`config.mk`:
```
export PLATFORM = sky130hd
export DESIGN_NAME = serial_subtractor_4bit
export DESIGN_NICKNAME = d
export VERILOG_FILES = /design/src/rtl/serial_subtractor_4bit_pkg.sv /design/src/rtl/serial_subtractor_4bit_full_subtractor.sv /design/src/rtl/serial_subtractor_4bit.sv
export SDC_FILE = /design/constraint.sdc
export NUM_CORES = 1
export LEC_CHECK = 0
export ABC_AREA = 1
export CAP_MARGIN = 0
export CORE_AREA = 2 2 65 51
export CTS_CLUSTER_SIZE = 12
export DETAILED_ROUTE_END_ITERATION = 6
export DIE_AREA = 0 0 67 53
export GPL_ROUTABILITY_DRIVEN = 0
export SYNTH_ARGS = -nofsm -noshare
export SYNTH_HDL_FRONTEND = slang
export SYNTH_SLANG_ARGS = --single-unit
export TNS_END_PERCENT = 5
```
`constraint.sdc`:
```
create_clock -name clk -period 1.6 [get_ports clk]
set_clock_uncertainty 0.2 [all_clocks]
set_input_delay 0.32 -clock clk [delete_from_list [all_inputs] [get_ports clk]]
set_output_delay 0.32 -clock clk [all_outputs]
set_load 0.05 [all_outputs]
```
`src/rtl/serial_subtractor_4bit_pkg.sv`:
```
// Shared definitions for the bit-serial subtractor: FSM state encodings.
// Latency: n/a (types only).
// Backpressure: n/a.
package serial_subtractor_4bit_pkg;

    // FSM state encoding shared with the other arithmetic blocks
    typedef enum logic [1:0] {
        ST_IDLE  = 2'd0,
        ST_SHIFT = 2'd1,
        ST_DONE  = 2'd2
    } state_t;

endpackage

```
`src/rtl/serial_subtractor_4bit_full_subtractor.sv`:
```
// One-bit full subtractor: d = a - b - bin, with the borrow out.
// Latency: purely combinational.
// Backpressure: none.
module full_subtractor (
    input  logic a,
    input  logic b,
    input  logic bin,
    output logic d,
    output logic bout
);

    // Difference bit and borrow generated/propagated by this bit position
    always_comb begin
        d    = a ^ b ^ bin;
        bout = (~a & b) | (~(a ^ b) & bin);
    end

endmodule

```
`src/rtl/serial_subtractor_4bit.sv`:
```
// Bit-serial subtractor: {borrow_out,diff} = a - b - borrow_in, one bit per clock, LSB first.
// Latency: WIDTH+1 edges from accepted start to the done pulse; busy for WIDTH cycles.
// Backpressure: start is ignored while busy; accepted only in IDLE or in the DONE cycle.
module serial_subtractor_4bit #(
    parameter int WIDTH = 4
) (
    input  logic             clk,
    input  logic             rst,
    input  logic             start,
    input  logic [WIDTH-1:0] a,
    input  logic [WIDTH-1:0] b,
    input  logic             borrow_in,
    output logic             busy,
    output logic             done,
    output logic [WIDTH-1:0] diff,
    output logic             borrow_out
);

    import serial_subtractor_4bit_pkg::*;

    localparam int CW = $clog2(WIDTH + 1);
    // Count value seen on the final shift edge
    localparam logic [CW-1:0] LAST = CW'(WIDTH - 1);

    state_t           state;
    logic [CW-1:0]    count;
    logic [WIDTH-1:0] a_sr;
    logic [WIDTH-1:0] b_sr;
    logic [WIDTH-1:0] res;
    logic             brw;
    logic             d_bit;
    logic             bout_bit;

    // Single shared bit-slice working on the current LSBs and the stored borrow
    full_subtractor u_fs (
        .a    (a_sr[0]),
        .b    (b_sr[0]),
        .bin  (brw),
        .d    (d_bit),
        .bout (bout_bit)
    );

    // Control FSM, operand/result shifting and registered outputs
    always_ff @(posedge clk or posedge rst) begin
        if (rst) begin
            state      <= ST_IDLE;
            count      <= '0;
            a_sr       <= '0;
            b_sr       <= '0;
            res        <= '0;
            brw        <= 1'b0;
            busy       <= 1'b0;
            done       <= 1'b0;
            diff       <= '0;
            borrow_out <= 1'b0;
        end else begin
            case (state)
                ST_IDLE: begin
                    done <= 1'b0;
                    if (start) begin
                        a_sr  <= a;
                        b_sr  <= b;
                        brw   <= borrow_in;
                        res   <= '0;
                        count <= '0;
                        busy  <= 1'b1;
                        state <= ST_SHIFT;
                    end
                end
                ST_SHIFT: begin
                    a_sr  <= a_sr >> 1;
                    b_sr  <= b_sr >> 1;
                    brw   <= bout_bit;
                    res   <= {d_bit, res[WIDTH-1:1]};
                    count <= count + 1'b1;
                    if (count == LAST) begin
                        // Last bit: publish the fully assembled result this edge
                        diff       <= {d_bit, res[WIDTH-1:1]};
                        borrow_out <= bout_bit;
                        busy       <= 1'b0;
                        done       <= 1'b1;
                        state      <= ST_DONE;
                    end
                end
                ST_DONE: begin
                    done <= 1'b0;
                    if (start) begin
                        // Back-to-back request: skip IDLE entirely
                        a_sr  <= a;
                        b_sr  <= b;
                        brw   <= borrow_in;
                        res   <= '0;
                        count <= '0;
                        busy  <= 1'b1;
                        state <= ST_SHIFT;
                    end else begin
                        state <= ST_IDLE;
                    end
                end
                default: begin
                    state <= ST_IDLE;
                    busy  <= 1'b0;
                    done  <= 1'b0;
                end
            endcase
        end
    end

endmodule

```
==> metrics.txt, run 1 <==
register bit total from synthesis=24; effective utilization at floorplan=0.390; number of buffers inserted during clock tree synthesis=3; Root Buffer Master=sky130_fd_sc_hd__clkbuf_8; final number of hold-violating endpoints=0; Die Footprint=3550 um^2; clock sinks=24; worst-path maximum fanout=6; Core Util, Final=0.513; cell with the biggest individual delay on the critical path=sky130_fd_sc_hd__dfrtp_1; drt via density=between 4 and 5; vias in the first global route=between 800 and 900; initial detailed-routing violation count=32; Worst setup startpoint=count[0]; logic depth of the worst setup path including buffers=5; sequential area share after synthesis=0.533; Critical Path Max Stage Delay=around 0.40 ns; fraction of power consumed by combinational cells=0.503; switching power share of the total=0.420; DIE WIDTH=~67 um; port buffer count=18; final count of pins violating max slew=0; endpoint arrival time on the critical path=1.44 ns; maximum number of pins on one net before global-route repair=25; number of cells in the finished layout apart from fillers=just under 200; outcome=finished clean; critical path class=reg2reg; total power divided by cell area=between 2000 and 2500 nW/um^2; LEAKAGE=0.000809 uW; overflow left after global routing=0; FMAX=between 600 and 700 MHz; Tcrit/Tclk final=0.927; routed wire length per instance=approximately 11 um; wire length of the first global-routing pass=between 3 and 4 mm; area growth from synthesis to layout=31.7%; net load switching power=~1400 uW; Die Height=~53 um; distinct cell type count after synthesis=15; worst reg-to-reg setup slack=approximately 0.12 ns; Avg Inst Size Synth=between 8 and 9 um^2; internal power of the cells=around 1900 uW; number of cells produced by synthesis=approximately 140; CP bufs+invs=1; post-CTS clock slew at the launch and capture registers of the worst setup and hold paths=approximately 0.08 ns; core region area=~2900 um^2; Remaining DRCs=0; final setup fails=0; delay-heaviest family, CP=adder cells; capturing point of the worst reg2reg path=done; total wire length=around 2.1 mm; Fillers=around 290; number of cell instances on the worst register-to-register path=5; number of inserted diodes=0; maximum vdd drop=between 0.0008 and 0.0009 V; Critical Path End=done; placed cell count=about 190; path type of the worst min-delay path=in2async; source-to-sink clock delay at the later pin of the worst-skew pair=around 0.27 ns; CTS max path bufs=2; setup tns final=0 ns; share of post-route cells with drive strength above 1=0.134; Reg power frac=0.337; std cell rows=17; CP Capture Type=register; worst path cell trace=ha_1, ha_1, buf_4, nor2_1, nor2_1; min Tclk post-route=~1.5 ns; clock tree from TritonCTS=done; global-route usage over all layers=0.147; DP HPWL=roughly 1.6 mm; maximum level of the CTS H-tree=1; Final nets=around 170; Req. time, crit path=1.56 ns; Slew headroom=0.726; number of antenna violations at the first check in global routing=0; startpoint of the worst register-to-register path=count[0]; via count=about 900; critical path launch point type=register; post-synthesis net count=152; remaining number of nets flagged by the antenna check after routing=0; slew at the pin closest to its max-slew limit=roughly 0.41 ns; Yosys Warn Count=0; setup repair after global routing missed its margin=no; area of the mapped netlist=~1100 um^2; count of boundary I/O pins=19; maxcap violations=0; 1st-pass router iterations=4; Clk network pwr share=0.160
## through the flow
stage / setup slack, ns / total power (uW) / instance area, um^2 / hold WS [ns]
final: 0.117 / 3260 / 1490 / 0.204
after global routing: 0.0206 / 3560 / 1490 / 0.227
after CTS: 0.0357 / 3290 / 1480 / 0.210
after detailed placement: 0.0158 / 2760 / 1410 / 0.290
after global placement: 0.0629 / 2720 / 1410 / 0.289
after floorplan: 0.175 / 2170 / 1130 / 0.135
## Yosys cell counts, drive strengths merged
cell / count / area share
nand3: 21 / 0.093
inv: 13 / 0.043
nand2: 66 / 0.24
dfrtp: 24 / 0.53
fa: 1 / 0.018
ha: 2 / 0.022
o21ai: 2 / 0.0089
buf: 5 / 0.034
nor2: 3 / 0.012
## how the worst min path moves through the flow
stage	startpoint	end	slack, ns
floorplan	rst	a_sr[0]	0.13
global placement	count[2]	count[2]	0.29
detailed placement	count[2]	count[2]	0.29
CTS	rst	b_sr[3]	0.21
global route	rst	b_sr[3]	0.23
finish	rst	b_sr[3]	0.20
## placed cells by master, fill, tap and decap left out
| master | count |
|---|---|
| sky130_fd_sc_hd__nand3_1 | 20 |
| sky130_fd_sc_hd__buf_12 | 7 |
| sky130_fd_sc_hd__ha_1 | 2 |
| sky130_fd_sc_hd__nand2_2 | 1 |
| sky130_fd_sc_hd__nand3_2 | 1 |
| sky130_fd_sc_hd__dfrtp_1 | 24 |
| sky130_fd_sc_hd__clkbuf_8 | 3 |
| sky130_fd_sc_hd__nand2_1 | 63 |
| sky130_fd_sc_hd__inv_2 | 2 |
| sky130_fd_sc_hd__o21ai_0 | 2 |
| sky130_fd_sc_hd__buf_4 | 3 |
| sky130_fd_sc_hd__clkdlybuf4s50_1 | 11 |
| sky130_fd_sc_hd__fa_1 | 1 |
| sky130_fd_sc_hd__inv_1 | 11 |
| sky130_fd_sc_hd__nor2_1 | 2 |
| sky130_fd_sc_hd__bufinv_16 | 1 |
| sky130_fd_sc_hd__nor2_2 | 1 |
| sky130_fd_sc_hd__nand2_4 | 2 |
## state kept, by name, summed over array words and instances (netlist names)
| register | cells |
|---|---|
| a_sr | 4 |
| b_sr | 4 |
| diff | 4 |
| count | 3 |
| res | 3 |
| state | 2 |
| borrow_out | 1 |
| brw | 1 |
| busy | 1 |
| done | 1 |
## routing by layer
layer  share of wire  global-route usage
met2            0.47               0.228
met5               0                   0
met4           0.010              0.0408
met1            0.48               0.196
met3           0.045              0.0511
## area by class of cell
type	instances	area, um^2	share of cell area
Clock inverter	1	30.0	0.0202
Inverter	13	48.8	0.0329
Tap cell	38	47.5	0.0320
Sequential cell	24	601	0.404
Timing Repair Buffer	21	273	0.184
Clock buffer	3	41.3	0.0278
Multi-Input combinational cell	95	444	0.299
## power by group through the flow
stage / clock network, uW / logic (uW) / registers, uW
4_1_cts: 536 / 1660 / 1100
6_report: 520 / 1640 / 1100
2_1_floorplan: 0 / 871 / 1300
5_1_grt: 578 / 1840 / 1140
3_5_place_dp: 0 / 1660 / 1100
3_3_place_gp: 0 / 1620 / 1100
## what timing repair did
item / in CTS / in global routing
endpoints found under the hold margin: 0 / 0
setup buffers: 0 / 0
setup endpoints to repair: 0 / 6
hold buffers: 0 / 0
resized for setup: 0 / 1
## tightest hold or removal path, stage by stage
cell                              delay [ns]
sky130_fd_sc_hd__clkdlybuf4s50_1        0.40
sky130_fd_sc_hd__inv_1                  0.06
sky130_fd_sc_hd__buf_4                  0.29
## cells by family after synthesis
kind of cell | count (synthesis) | synth area share
AND/OR/NAND/NOR | 90 | 0.341
flip-flops | 24 | 0.533
buffers and inverters | 18 | 0.0777
adder cells (fa/ha/maj) | 3 | 0.0400
AO/OA/AOI/OAI | 2 | 0.00888
Power figures use the tool's default switching activity.
==> run 2, diff against run 1 <==
--- a/config.mk
+++ b/config.mk
@@ -5,12 +5,11 @@
 export SDC_FILE = /design/constraint.sdc
 export NUM_CORES = 1
 export LEC_CHECK = 0
-export ABC_AREA = 1
 export CAP_MARGIN = 0
-export CORE_AREA = 2 2 65 51
+export CORE_AREA = 2 2 64 51
 export CTS_CLUSTER_SIZE = 12
 export DETAILED_ROUTE_END_ITERATION = 6
-export DIE_AREA = 0 0 67 53
+export DIE_AREA = 0 0 66 53
 export GPL_ROUTABILITY_DRIVEN = 0
 export SYNTH_ARGS = -nofsm -noshare
 export SYNTH_HDL_FRONTEND = slang
==> metrics.txt, run 2 <==
outcome=complete, but fails checks; violations in the final reports=setup timing; DIE WIDTH=around 66 um; vias in the first global route=just under 800; initial detailed-routing violation count=13; DP HPWL=roughly 1.7 mm; routed wire length per instance=around 14 um; area used by multi-input combinational logic=between 400 and 500 um^2; Final nets=about 140; Req. time, crit path=1.55 ns; Avg Inst Size Synth=roughly 12 um^2; Slew headroom=0.795; wire length of the first global-routing pass=around 3.8 mm; maxcap violations=0; share of post-route cells with drive strength above 1=0.282; LEAKAGE=between 0.0007 and 0.0008 uW; post-synthesis share of cell area spent on full adders, half adders and majority gates=0.0406; storage element area=around 600 um^2; Root Buffer Master=sky130_fd_sc_hd__clkbuf_8; total wire length=about 2.2 mm; min Tclk post-route=~1.6 ns; post-synthesis simple-gate area fraction=0.144; remaining number of nets flagged by the antenna check after routing=0; source-to-sink clock delay at the later pin of the worst-skew pair=0.26 ns; core region area=~2900 um^2; via count=approximately 790; number of inserted diodes=0; path type of the worst min-delay path=in2async; count of boundary I/O pins=19; area growth from synthesis to layout=39.6%; endpoint arrival time on the critical path=1.59 ns; compound-cell area share of the yosys netlist=0.134; sequential area share after synthesis=0.542; setup repair after global routing missed its margin=yes; drt via density=around 4.9; final setup fails=1; critical path class=reg2reg; Die Height=around 53 um; effective utilization at floorplan=0.389; maximum vdd drop=around 0.0012 V; maximum level of the CTS H-tree=1; distinct cell type count after synthesis=27; top cells by area in the synthesized netlist=sky130_fd_sc_hd__dfrtp_1, sky130_fd_sc_hd__mux2_1, sky130_fd_sc_hd__a22o_1; Die Footprint=around 3500 um^2; final count of pins violating max slew=0; port buffer count=18; biggest area consumer among synthesized cells=sky130_fd_sc_hd__dfrtp_1; Tcrit/Tclk final=1.02; setup tns final=-0.0341 ns; post-CTS clock slew at the launch and capture registers of the worst setup and hold paths=about 0.080 ns; Remaining DRCs=0; area of the mapped netlist=about 1100 um^2; critical path launch point type=register; std cell rows=17; clock sinks=24; clock tree from TritonCTS=done; most frequent standard cell in the layout excluding fill and tap cells=sky130_fd_sc_hd__dfrtp_1; post-synthesis xor/xnor area fraction=0.00790; register bit total from synthesis=24; async set-or-reset flop fraction in the synthesized netlist=1.00; most numerous cell types in the synthesized netlist=sky130_fd_sc_hd__dfrtp_1, sky130_fd_sc_hd__a22o_1, sky130_fd_sc_hd__mux2_1, sky130_fd_sc_hd__nor2_1; number of cells produced by synthesis=91; maximum number of pins on one net before global-route repair=25; CTS max path bufs=2; total power divided by cell area=approximately 2100 nW/um^2; worst reg-to-reg setup slack=-0.03 ns; CP Capture Type=register; top-count cell post-synth=sky130_fd_sc_hd__dfrtp_1; Yosys Warn Count=0; Fillers=between 200 and 300; number of antenna violations at the first check in global routing=0; final number of hold-violating endpoints=0; largest family of logic cells by synthesized area=simple AND/OR/NAND/NOR gates; mux cell area share after synthesis=0.0790; leading cell types in the layout, fill and taps excluded=sky130_fd_sc_hd__dfrtp_1, sky130_fd_sc_hd__buf_4, sky130_fd_sc_hd__clkdlybuf4s50_1; 1st-pass router iterations=4; number of flops mapped to enable cells by yosys=0; final critical-path setup slack=-0.0341 ns; worst slack, placed=-0.0760 ns; overflow left after global routing=0; FMAX=around 610 MHz; slew at the pin closest to its max-slew limit=between 0.3 and 0.4 ns; quantity of hold-fixing buffers added after cts=0; Most used DFF post-synth=sky130_fd_sc_hd__dfrtp_1; share of Yosys cell area claimed by the top area cell type=0.542; post-synthesis net count=between 100 and 150; worst-path maximum fanout=2; global-route usage over all layers=0.148; number of buffers inserted during clock tree synthesis=3; top flop regs=a_sr x4, b_sr x4, diff x4
-- run 2: layer usage --
metal	global-route usage	routed length (um)	up-vias
li1	-	-	390
met1	0.196	1000	376
met2	0.239	1050	18
met3	0.0511	140	2
met4	0.0306	10	0
met5	0	0	-
-- run 2: area by class of cell --
type,count,area share
clock buffer,3,0.0267
inverter,5,0.0121
multi-input combinational,58,0.303
sequential,24,0.388
tap,38,0.0307
timing repair buffer,34,0.239
-- run 2: kinds of logic after synthesis --
kind of cell | count (synthesis)
multiplexers | 8
flip-flops | 24
AO/OA/AOI/OAI | 21
buffers and inverters | 9
AND/OR/NAND/NOR | 25
XOR/XNOR | 1
adder cells (fa/ha/maj) | 3
-- run 2: through the flow --
| step | power (uW) | utilization | area [um^2] | hold slack [ns] | cells |
|---|---|---|---|---|---|
| after global placement | 2830 | 0.517 | 1470 | 0.291 | 157 |
| after CTS | 3300 | 0.535 | 1530 | 0.215 | 161 |
| after floorplan | 2150 | - | 1110 | 0.135 | 91 |
| after global routing | 3560 | 0.543 | 1550 | 0.237 | 162 |
| after detailed placement | 2880 | 0.517 | 1470 | 0.299 | 157 |
| final | 3300 | 0.543 | 1550 | 0.204 | 162 |
-- run 2: worst max-delay path: stages (launching register included) --
cell,delay (ns)
sky130_fd_sc_hd__dfrtp_1,0.35
sky130_fd_sc_hd__inv_2,0.05
sky130_fd_sc_hd__fa_1,0.48
sky130_fd_sc_hd__mux2_4,0.28
sky130_fd_sc_hd__a22o_1,0.17
-- run 2: worst paths after layout --
kind / end / cells after the start / from
setup / recovery: res[3] / 4 / b_sr[0]
hold / removal: count[0] / 3 / rst
setup reg to reg: res[3] / 4 / b_sr[0]
hold reg to reg: b_sr[2] / 2 / b_sr[2]
max in group asynchronous: count[2] / 3 / rst
min in group clk: b_sr[2] / 2 / b_sr[2]
-- run 2: power breakdown --
part,total [uW],switching (uW),leakage (uW),internal [uW]
logic,1830,832,0.000397,1000
registers,1130,239,0.000298,887
clock network,344,176,0.0000216,168
-- run 2: what timing repair did --
action	in CTS	in global routing
pin swaps	1	1
buffers inserted	1	1
gates resized for setup	3	3
endpoints found under the setup margin	1	7
gates cloned	0	0
